**src/rtl/cw_pkg.sv**
```systemverilog
// cw_pkg: address map, FSM states and column record shared by the
// column-decoder host and the decoder itself.
package cw_pkg;

   localparam logic [3:0] ADDR_COLRST   = 4'd0;
   localparam logic [3:0] ADDR_COLDATA  = 4'd1;
   localparam logic [3:0] ADDR_BLACKOUT = 4'd3;

   typedef enum logic [3:0] {
      IDLE, POLL, FRST, LOAD, W0, W1, W2, W3, BLK
   } state_t;

   typedef struct packed {
      logic [15:0] top;
      logic [15:0] height;
      logic        dir;
      logic [2:0]  tex_type;
      logic [5:0]  tex_col;
      logic [15:0] sf;
   } column_rec_t;

   function automatic logic [15:0] pack_word0(input column_rec_t r);
      return {6'b0, r.dir, r.tex_type, r.tex_col};
   endfunction

endpackage

```
**src/rtl/avm_host_port.sv**
```systemverilog
// avm_host_port: registered Avalon-MM strobe/address/data with
// waitrequest hold and a same-cycle completion flag.
module avm_host_port (
   input  logic        clk,
   input  logic        reset_n,
   input  logic        cmd_write,
   input  logic        cmd_read,
   input  logic [3:0]  cmd_address,
   input  logic [15:0] cmd_data,
   input  logic        waitrequest,
   output logic        done,
   output logic        write,
   output logic        read,
   output logic        chipselect,
   output logic [3:0]  address,
   output logic [15:0] writedata
);

   logic stall;

   assign stall      = (write | read) & waitrequest;
   assign done       = (write | read) & ~waitrequest;
   assign chipselect = write | read;

   // a stalled cycle freezes the whole command regardless of the FSM
   always_ff @(posedge clk or negedge reset_n) begin
      if (!reset_n) begin
         write     <= 1'b0;
         read      <= 1'b0;
         address   <= '0;
         writedata <= '0;
      end else if (!stall) begin
         write     <= cmd_write;
         read      <= cmd_read;
         address   <= cmd_address;
         writedata <= cmd_data;
      end
   end

endmodule

```
**src/rtl/column_writer.sv**
```systemverilog
// column_writer: turns streamed column records into the decoder's
// per-frame reset write and four-word column bursts.
module column_writer
   import cw_pkg::*;
#(
   parameter int NUM_COLS    = 640,
   parameter bit VBLANK_SYNC = 1'b1
) (
   input  logic        clk,
   input  logic        reset_n,
   input  logic        col_valid,
   output logic        col_ready,
   input  logic [15:0] col_top,
   input  logic [15:0] col_height,
   input  logic        col_dir,
   input  logic [2:0]  col_tex_type,
   input  logic [5:0]  col_tex_col,
   input  logic [15:0] col_sf,
   input  logic        blackout_req,
   output logic [3:0]  avm_address,
   output logic        avm_write,
   output logic        avm_read,
   output logic        avm_chipselect,
   output logic [15:0] avm_writedata,
   input  logic [15:0] avm_readdata,
   input  logic        avm_waitrequest,
   output logic        frame_done,
   output logic        busy
);

   localparam int CW = (NUM_COLS > 1) ? $clog2(NUM_COLS) : 1;
   localparam logic [CW-1:0] LAST = CW'(NUM_COLS - 1);

   state_t      state, nxt;
   logic [CW-1:0] cnt;
   column_rec_t rec, in_rec;
   logic        blk_q, blk_diff, done;
   logic        cap, cnt_inc, cnt_clr, fd_set, blk_set;
   logic        cmd_write, cmd_read;
   logic [3:0]  cmd_address;
   logic [15:0] cmd_data;
   logic        unused_rd;

   assign unused_rd = ^avm_readdata[15:1];
   assign in_rec    = '{top: col_top, height: col_height, dir: col_dir,
                        tex_type: col_tex_type, tex_col: col_tex_col,
                        sf: col_sf};
   assign blk_diff  = blackout_req != blk_q;
   assign col_ready = state == LOAD;
   assign busy      = state != IDLE;

   always_ff @(posedge clk or negedge reset_n) begin
      if (!reset_n) state <= IDLE;
      else          state <= nxt;
   end

   always_ff @(posedge clk or negedge reset_n) begin
      if (!reset_n) begin
         cnt        <= '0;
         rec        <= '0;
         blk_q      <= 1'b0;
         frame_done <= 1'b0;
      end else begin
         frame_done <= fd_set;
         if (cap)          rec <= in_rec;
         if (cnt_clr)      cnt <= '0;
         else if (cnt_inc) cnt <= cnt + CW'(1);
         if (blk_set)      blk_q <= avm_writedata[0];
      end
   end

   always_comb begin
      nxt         = state;
      cap         = 1'b0;
      cnt_inc     = 1'b0;
      cnt_clr     = 1'b0;
      fd_set      = 1'b0;
      blk_set     = 1'b0;
      cmd_write   = 1'b0;
      cmd_read    = 1'b0;
      cmd_address = '0;
      cmd_data    = '0;
      unique case (state)
         IDLE: if (cnt == '0) begin
            if (blk_diff)       nxt = BLK;
            else if (col_valid) nxt = VBLANK_SYNC ? POLL : FRST;
         end
         POLL: if (done && avm_readdata[0]) nxt = FRST;
         FRST: if (done) nxt = LOAD;
         LOAD: begin
            if (col_valid) begin
               cap = 1'b1;
               nxt = W0;
            end else if (blk_diff) begin
               nxt = BLK;
            end
         end
         W0: if (done) nxt = W1;
         W1: if (done) nxt = W2;
         W2: if (done) nxt = W3;
         W3: if (done) begin
            if (cnt == LAST) begin
               cnt_clr = 1'b1;
               fd_set  = 1'b1;
               nxt     = IDLE;
            end else begin
               cnt_inc = 1'b1;
               nxt     = LOAD;
            end
         end
         BLK: if (done) begin
            blk_set = 1'b1;
            nxt     = (cnt == '0) ? IDLE : LOAD;
         end
         default: nxt = IDLE;
      endcase
      // the port registers the command for the state being entered
      unique case (nxt)
         POLL: begin
            cmd_read    = 1'b1;
            cmd_address = ADDR_COLRST;
         end
         FRST: begin
            cmd_write   = 1'b1;
            cmd_address = ADDR_COLRST;
         end
         W0: begin
            cmd_write   = 1'b1;
            cmd_address = ADDR_COLDATA;
            cmd_data    = pack_word0(cap ? in_rec : rec);
         end
         W1: begin
            cmd_write   = 1'b1;
            cmd_address = ADDR_COLDATA;
            cmd_data    = rec.height;
         end
         W2: begin
            cmd_write   = 1'b1;
            cmd_address = ADDR_COLDATA;
            cmd_data    = rec.top;
         end
         W3: begin
            cmd_write   = 1'b1;
            cmd_address = ADDR_COLDATA;
            cmd_data    = rec.sf;
         end
         BLK: begin
            cmd_write   = 1'b1;
            cmd_address = ADDR_BLACKOUT;
            cmd_data    = {15'b0, blackout_req};
         end
         default: ;
      endcase
   end

   avm_host_port u_port (
      .clk         (clk),
      .reset_n     (reset_n),
      .cmd_write   (cmd_write),
      .cmd_read    (cmd_read),
      .cmd_address (cmd_address),
      .cmd_data    (cmd_data),
      .waitrequest (avm_waitrequest),
      .done        (done),
      .write       (avm_write),
      .read        (avm_read),
      .chipselect  (avm_chipselect),
      .address     (avm_address),
      .writedata   (avm_writedata)
   );

endmodule

```
**config.mk**
```make
export PLATFORM = sky130hd
export DESIGN_NAME = column_writer
export DESIGN_NICKNAME = d
export VERILOG_FILES = /design/src/rtl/cw_pkg.sv /design/src/rtl/avm_host_port.sv /design/src/rtl/column_writer.sv
export SDC_FILE = /design/constraint.sdc
export NUM_CORES = 1
export LEC_CHECK = 0
export BUFFER_PORTS_ARGS = -buffer_cell sky130_fd_sc_hd__buf_2
export CORE_MARGIN = 2
export CORE_UTILIZATION = 58
export DETAILED_ROUTE_END_ITERATION = 8
export GPL_TIMING_DRIVEN = 0
export PLACE_DENSITY_LB_ADDON = 0.1
export SLEW_MARGIN = 20
export SYNTH_ARGS = -nofsm -noshare
export SYNTH_HDL_FRONTEND = slang
export SYNTH_SLANG_ARGS = --single-unit
```
**constraint.sdc**
```tcl
create_clock -name clk -period 4.2 [get_ports clk]
set_input_delay 0.42 -clock clk [delete_from_list [all_inputs] [get_ports clk]]
set_output_delay 0.42 -clock clk [all_outputs]
set_load 0.1 [all_outputs]
```
==> results.yml, run 1 <==
route:
  first_pass_iters: 4
  routedWlPerCell_um: 17.5
  drtIter0Drc: 142
  detail_route.vias_per_cell: 5.63
  ant_nets: 0
  wirelength_um: 9730
  num_vias: 3131
  drc: 0
synth:
  synth_cells: 348
  avgSynthCellArea_um2: 12.9
  seq_area_frac_synth_pct: 52.3
  yosys_warnings: 0
  synth_flop_cell: "dfrtp_1"
  mappedNetlistArea_um2: 4500
  synth_seq_cells: 94
  synth_edf_count: 0
  ys_types: 62
  synthArstFlopShare_pct: 100
clocking:
  clkLatencyLatePin_ps: 360
  cts.clk_slew.worst_paths_ps: 100
  cts_tree: "done"
  cts_resized: 0
  htree_levels: 3
  cts_max_path_buffers: 2
  cts.root.buffer_cell: "clkbuf_8"
  post_cts_buffers: 0
  cts_buffers: 9
  cts_hold_buf: 1
  cts_sinks: 94
pwr:
  vdd_ir_drop_max_uv: 185
  leakage_nw: 2.87
  p_clk_share_pct: 38.4
  switchingPower_w: 0.000359
  p_sw_share_pct: 22.8
  pwr-share-comb_pct: 4.0
  power_density_nw_per_um2: 296
  p_int_w: 0.00121
  pwr-share-seq_pct: 57.6
placed_design:
  place_area_um2: 5100
  dp_hpwl_um: 6960
  pre_cts_ws_ps: 1590
  gp_congestion: 0.880
  io_buffers: 87
  place_inst: 539
min_path:
  hold_class: "input port to flip-flop"
sta:
  finalSetupTns_ps: 0
  clock.fmax_mhz: 385
  hold_viol: 0
  tightest_slew_ps: 812
  slew_viol_final: 0
  max_slew_margin_pct: 45.6
  fin_ws_ps: 1600
  setup_violations: 0
  fin_crit_ps: 2600
  rsz0062_at_grt: "no"
  finalCritPeriodShare_pct: 61.8
  finalClockSkew_ps: 12.4
floorplan:
  die_h_um: 92.1
  die_width_um: 92.1
  start_util_pct: 59.1
  die_area_um2: 8480
  io_pins: 105
  core_area_um2: 7610
  num_rows: 32
layout:
  seq_area_um2: 2350
  stdcell_area_um2: 5310
  final_common_cell: "dfrtp_1"
  nFillCells: 581
  layout-drive-gt1-share_pct: 47.8
  multi_input_area_um2: 1950
  instances_no_fill: 556
  mostFrequentLayoutCells: "dfrtp_1, buf_2, mux2_2"
  area_growth_syn_to_layout_pct: 17.9
  fin_nets: 530
  antennaDiodeCount: 0
outcome:
  status: "finished, final reports clean"
global_route:
  grt_pass1_wl_um: 16100
  grt_overflow_total: 0
  antenna_found_initial: 0
  grt_pass1_vias: 3310
  grt_usage_pct: 24.4
  grt_max_degree: 78
worst_setup_path:
  cp-end-kind: "flip-flop"
  ff2ff_setup_slack_ps: 1600
  critPathTopFamily: "compound AO/OA/AOI/OAI gates"
  critical_path.startpoint_type: "flip-flop"
  worstPathRequired_ps: 4480
  critPathKind: "flip-flop to flip-flop"
  crit_buf_inv: 1
  crit_path_cell_trace: "o21a_1, clkbuf_8, a2111oi_4, o2111ai_1, nor3_2, o211ai_1, o211ai_2"
  cp.arrival_ps: 2880
  slowest_stage: "nor3_2"
  max_stage_delay_ps: 660
  crit_fanout: 10
run:
  max-cap-violations: 0
-- logic make-up (layout without fill, tap and decap cells) --
logic type / Yosys count / after routing / synth area share (%)
compound gates: 61 / 61 / 12.2
xor+xnor: 8 / 8 / 1.56
fa+ha+maj: 2 / 2 / 0.556
buf+inv: 32 / 137 / 4.50
flops: 94 / 94 / 52.3
mux: 75 / 75 / 18.3
other cells: 1 / 2 / 0.0833
simple gates: 75 / 75 / 10.5
-- routing by layer --
metal	global-route usage (%)	up-vias	share of wire [%]
met5	0	-	0
met4	7.09	0	0.95
met3	5.26	9	4.6
met2	41.0	81	49
met1	32.2	1576	45
li1	-	1465	-
-- Yosys cell counts, drive strengths merged, types with 5 or more instances --
master,number,area share (%)
xor2,5,0.97
mux2i,16,3.6
o211ai,20,4.3
nand3,5,0.56
buf,17,2.8
nand2,29,2.6
dfrtp,94,52
inv,12,1.0
a21o,9,1.8
o221ai,7,1.6
mux2,59,15
a21oi,5,0.56
nor2,11,0.92
-- power by group through the flow --
stage | sequential, W | clock [W] | combinational, W
6_report | 0.000904 | 0.000602 | 0.0000634
5_1_grt | 0.000904 | 0.000657 | 0.0000709
4_1_cts | 0.000904 | 0.000617 | 0.0000653
3_5_place_dp | 0.000922 | 0 | 0.0000643
3_3_place_gp | 0.000922 | 0 | 0.0000592
2_1_floorplan | 0.000922 | 0 | 0.0000114
-- cell type report --
cell class / count / share of cell area, %
tap: 102 / 2.41
multi-input combinational: 223 / 36.7
sequential: 94 / 44.3
inverter: 12 / 0.849
buffer: 20 / 2.97
clock buffer: 10 / 2.41
timing repair buffer: 89 / 9.03
clock inverter: 6 / 1.30
-- flip-flops by register name (all words and copies together) (netlist names) --
signal / flops
cnt: 10
frame_done: 1
rec: 58
u_port.read: 1
u_port.address: 2
state: 4
u_port.write: 1
u_port.writedata: 16
blk_q: 1
-- stage by stage --
| step | power [W] | hold WS, ps | utilization [%] |
|---|---|---|---|
| after global routing | 0.00163 | 272 | 69.8 |
| final | 0.00157 | 283 | 69.8 |
| after floorplan | 0.000934 | 124 | - |
| after global placement | 0.000981 | 470 | 66.6 |
| after detailed placement | 0.000986 | 274 | 67.0 |
| after CTS | 0.00159 | 272 | 69.8 |
-- path summary, 6_finish.rpt --
kind | startpoint | endpoint | cells after the start
worst min-delay path | col_sf[12] | rec[12] | 2
min in group asynchronous | reset_n | u_port.writedata[12] | 2
worst min register to register | u_port.writedata[12] | u_port.writedata[12] | 2
worst max-delay path | u_port.read | u_port.writedata[8] | 7
worst max register to register | u_port.read | u_port.writedata[8] | 7
max in group asynchronous | reset_n | cnt[0] | 3
Note: power is estimated with default switching activity, not from simulation.
==> run 2: changes to the inputs <==
- ABC_AREA: not set -> 1
- CORE_UTILIZATION: 58 -> 54
- clock period: 4.2 -> 2.55 ns (I/O delays scaled with it)
==> results.yml, run 2 <==
outcome:
  status: "finished, final reports clean"
floorplan:
  io_pins: 105
  core_area_um2: 8220
  die_h_um: 95.9
  die_area_um2: 9190
  start_util_pct: 55.5
  num_rows: 33
  die_width_um: 95.9
route:
  ant_nets: 0
  detail_route.vias_per_cell: 5.06
  drc: 0
  routedWlPerCell_um: 14.0
  drtIter0Drc: 209
  wirelength_um: 11200
  num_vias: 4033
  first_pass_iters: 4
pwr:
  pwr-share-comb_pct: 49.3
  p_sw_share_pct: 50.1
  p_clk_share_pct: 15.3
  vdd_ir_drop_max_uv: 523
  power_density_nw_per_um2: 1320
  pwr-share-seq_pct: 35.4
  leakage_nw: 3.00
  p_int_w: 0.00355
  switchingPower_w: 0.00357
min_path:
  holdPathStages: 3
  hold_class: "input port to flip-flop"
  hp-start: "col_top[12]"
  min_to: "rec[54]"
clocking:
  cts_resized: 0
  cts_tree: "done"
  cts_max_path_buffers: 2
  clkLatencyLatePin_ps: 350
  cts_sinks: 94
  post_cts_buffers: 0
  htree_levels: 3
  cts.clk_slew.worst_paths_ps: 100
  cts_buffers: 9
  cts_hold_buf: 1
  cts.root.buffer_cell: "clkbuf_8"
placed_design:
  dp_hpwl_um: 8400
  pre_cts_ws_ps: 406
  io_buffers: 87
  gp_congestion: 0.922
synth:
  yosys_warnings: 0
  ys_top_cells_by_count: "nand2_1, dfrtp_1, nand3_1"
  mappedNetlistArea_um2: 4560
  yosysMostFrequentCell: "nand2_1"
  synth_seq_cells: 94
  synth_area_leaders: "dfrtp_1, nand2_1, nand3_1, nand4_1, nor2_1"
  synthArstFlopShare_pct: 100
  synth_flop_cell: "dfrtp_1"
  seq_area_frac_synth_pct: 51.6
  ys_types: 35
  synth_edf_count: 0
  avgSynthCellArea_um2: 7.78
  synth_cells: 586
  synth_top_area_cell: "dfrtp_1"
  synth_largest_type_area_fraction_pct: 51.6
layout:
  antennaDiodeCount: 0
  final_common_cell: "nand2_1"
  fin_nets: 768
  regMostFlops: "rec"
  layout-drive-gt1-share_pct: 21.4
  nFillCells: 762
  reg.largest.list: "rec: 58 flops, u_port.writedata: 16 flops, cnt: 10 flops"
  mostFrequentLayoutCells: "nand2_1, buf_2, dfrtp_1"
  largest_register_ffs: 58
  area_growth_syn_to_layout_pct: 18.3
sta:
  max_slew_margin_pct: 55.3
  finalSetupTns_ps: 0
  setup_violations: 0
  finalClockSkew_ps: 11.2
  fin_crit_ps: 2200
  slew_viol_final: 0
  fin_ws_ps: 352
  finalCritPeriodShare_pct: 86.2
  rsz0062_at_grt: "no"
  hold_viol: 0
  tightest_slew_ps: 668
  clock.fmax_mhz: 455
worst_setup_path:
  critPathKind: "flip-flop to flip-flop"
  timing.rr.end: "u_port.writedata[13]"
  worstPathRequired_ps: 2830
  cp.arrival_ps: 2480
  cp-end-kind: "flip-flop"
  worstReg2RegStart: "cnt[0]"
  critical_path.startpoint_type: "flip-flop"
  r2r_cells: 13
  ff2ff_setup_slack_ps: 350
  crit_fanout: 10
global_route:
  grt_overflow_total: 0
  grt_pass1_vias: 3854
  grt_usage_pct: 26.0
  grt_max_degree: 52
  antenna_found_initial: 0
  grt_pass1_wl_um: 18100
run:
  max-cap-violations: 0
## run 2: changes by cell type in the layout (fill, tap and decap cells not counted), sizes merged, moves of 15 or more
cell	delta
nand2	+253
o211ai	-20
nand4	+15
nor2	+31
inv	+16
mux2i	-16
nand3	+56
mux2	-59
## run 2: worst max path at each step
stage	from	end	slack, ps	cells after the start
final	cnt[0]	u_port.writedata[13]	350	13
after global routing	u_port.read	u_port.writedata[13]	160	14
after CTS	cnt[0]	u_port.writedata[9]	360	13
after detailed placement	cnt[0]	u_port.writedata[9]	410	13
after global placement	reset_n	u_port.read	170	1
after floorplan	u_port.write	u_port.writedata[7]	150	14
## run 2: cell families after synthesis
kind of cell	after synthesis	share of synthesized area, %
compound gates	23	3.24
xor+xnor	3	0.576
fa+ha+maj	2	0.549
buf+inv	54	5.27
flops	94	51.6
other cells	1	0.0822
simple gates	409	38.7
## run 2: per-stage QoR
| stage | cells | area, µm² | hold slack [ps] | util, % | total power, W |
|---|---|---|---|---|---|
| after floorplan | 587 | 4570 | -40.6 | - | 0.00518 |
| after CTS | 797 | 5400 | 77.5 | 65.7 | 0.00713 |
| after detailed placement | 780 | 5170 | 226 | 62.9 | 0.00603 |
| after global routing | 797 | 5400 | 82.6 | 65.7 | 0.00761 |
| final | 797 | 5400 | 95.6 | 65.7 | 0.00712 |
| after global placement | 779 | 5140 | 455 | 62.6 | 0.00595 |
## run 2: area by class of cell
class | count | area, µm² | area share (%)
multi-input cells | 439 | 1980 | 36.7
clock buffers | 9 | 124 | 2.30
repair buffers | 89 | 472 | 8.74
flip-flops and latches | 94 | 2350 | 43.6
clock inverters | 7 | 95.1 | 1.76
plain buffers | 26 | 135 | 2.50
inverters | 28 | 105 | 1.95
well taps | 105 | 131 | 2.44
## run 2: worst max-delay path, stage by stage, from the launching register on
cell      delay [ps]
dfrtp_1          390
inv_1            110
ha_1             190
nand3b_1         130
o21ai_2          210
nand2_1           70
nor2_1           100
nand3_2          190
inv_2            220
buf_6            170
nand3_1          110
nand3_1          110
nand2_1           50
nand2_1           80
## run 2: metal layers
metal  track usage, %  share of wire (%)
met5                0                  0
met1             34.1                 44
met2             43.8                 50
met4             10.2                1.5
met3             3.60                4.4
## run 2: power by group through the flow
stage	clock (W)	sequential [W]	combinational, W
2_1_floorplan	0	0.00318	0.00200
3_3_place_gp	0	0.00252	0.00343
3_5_place_dp	0	0.00254	0.00349
4_1_cts	0.00111	0.00251	0.00350
5_1_grt	0.00117	0.00258	0.00386
6_report	0.00109	0.00252	0.00351
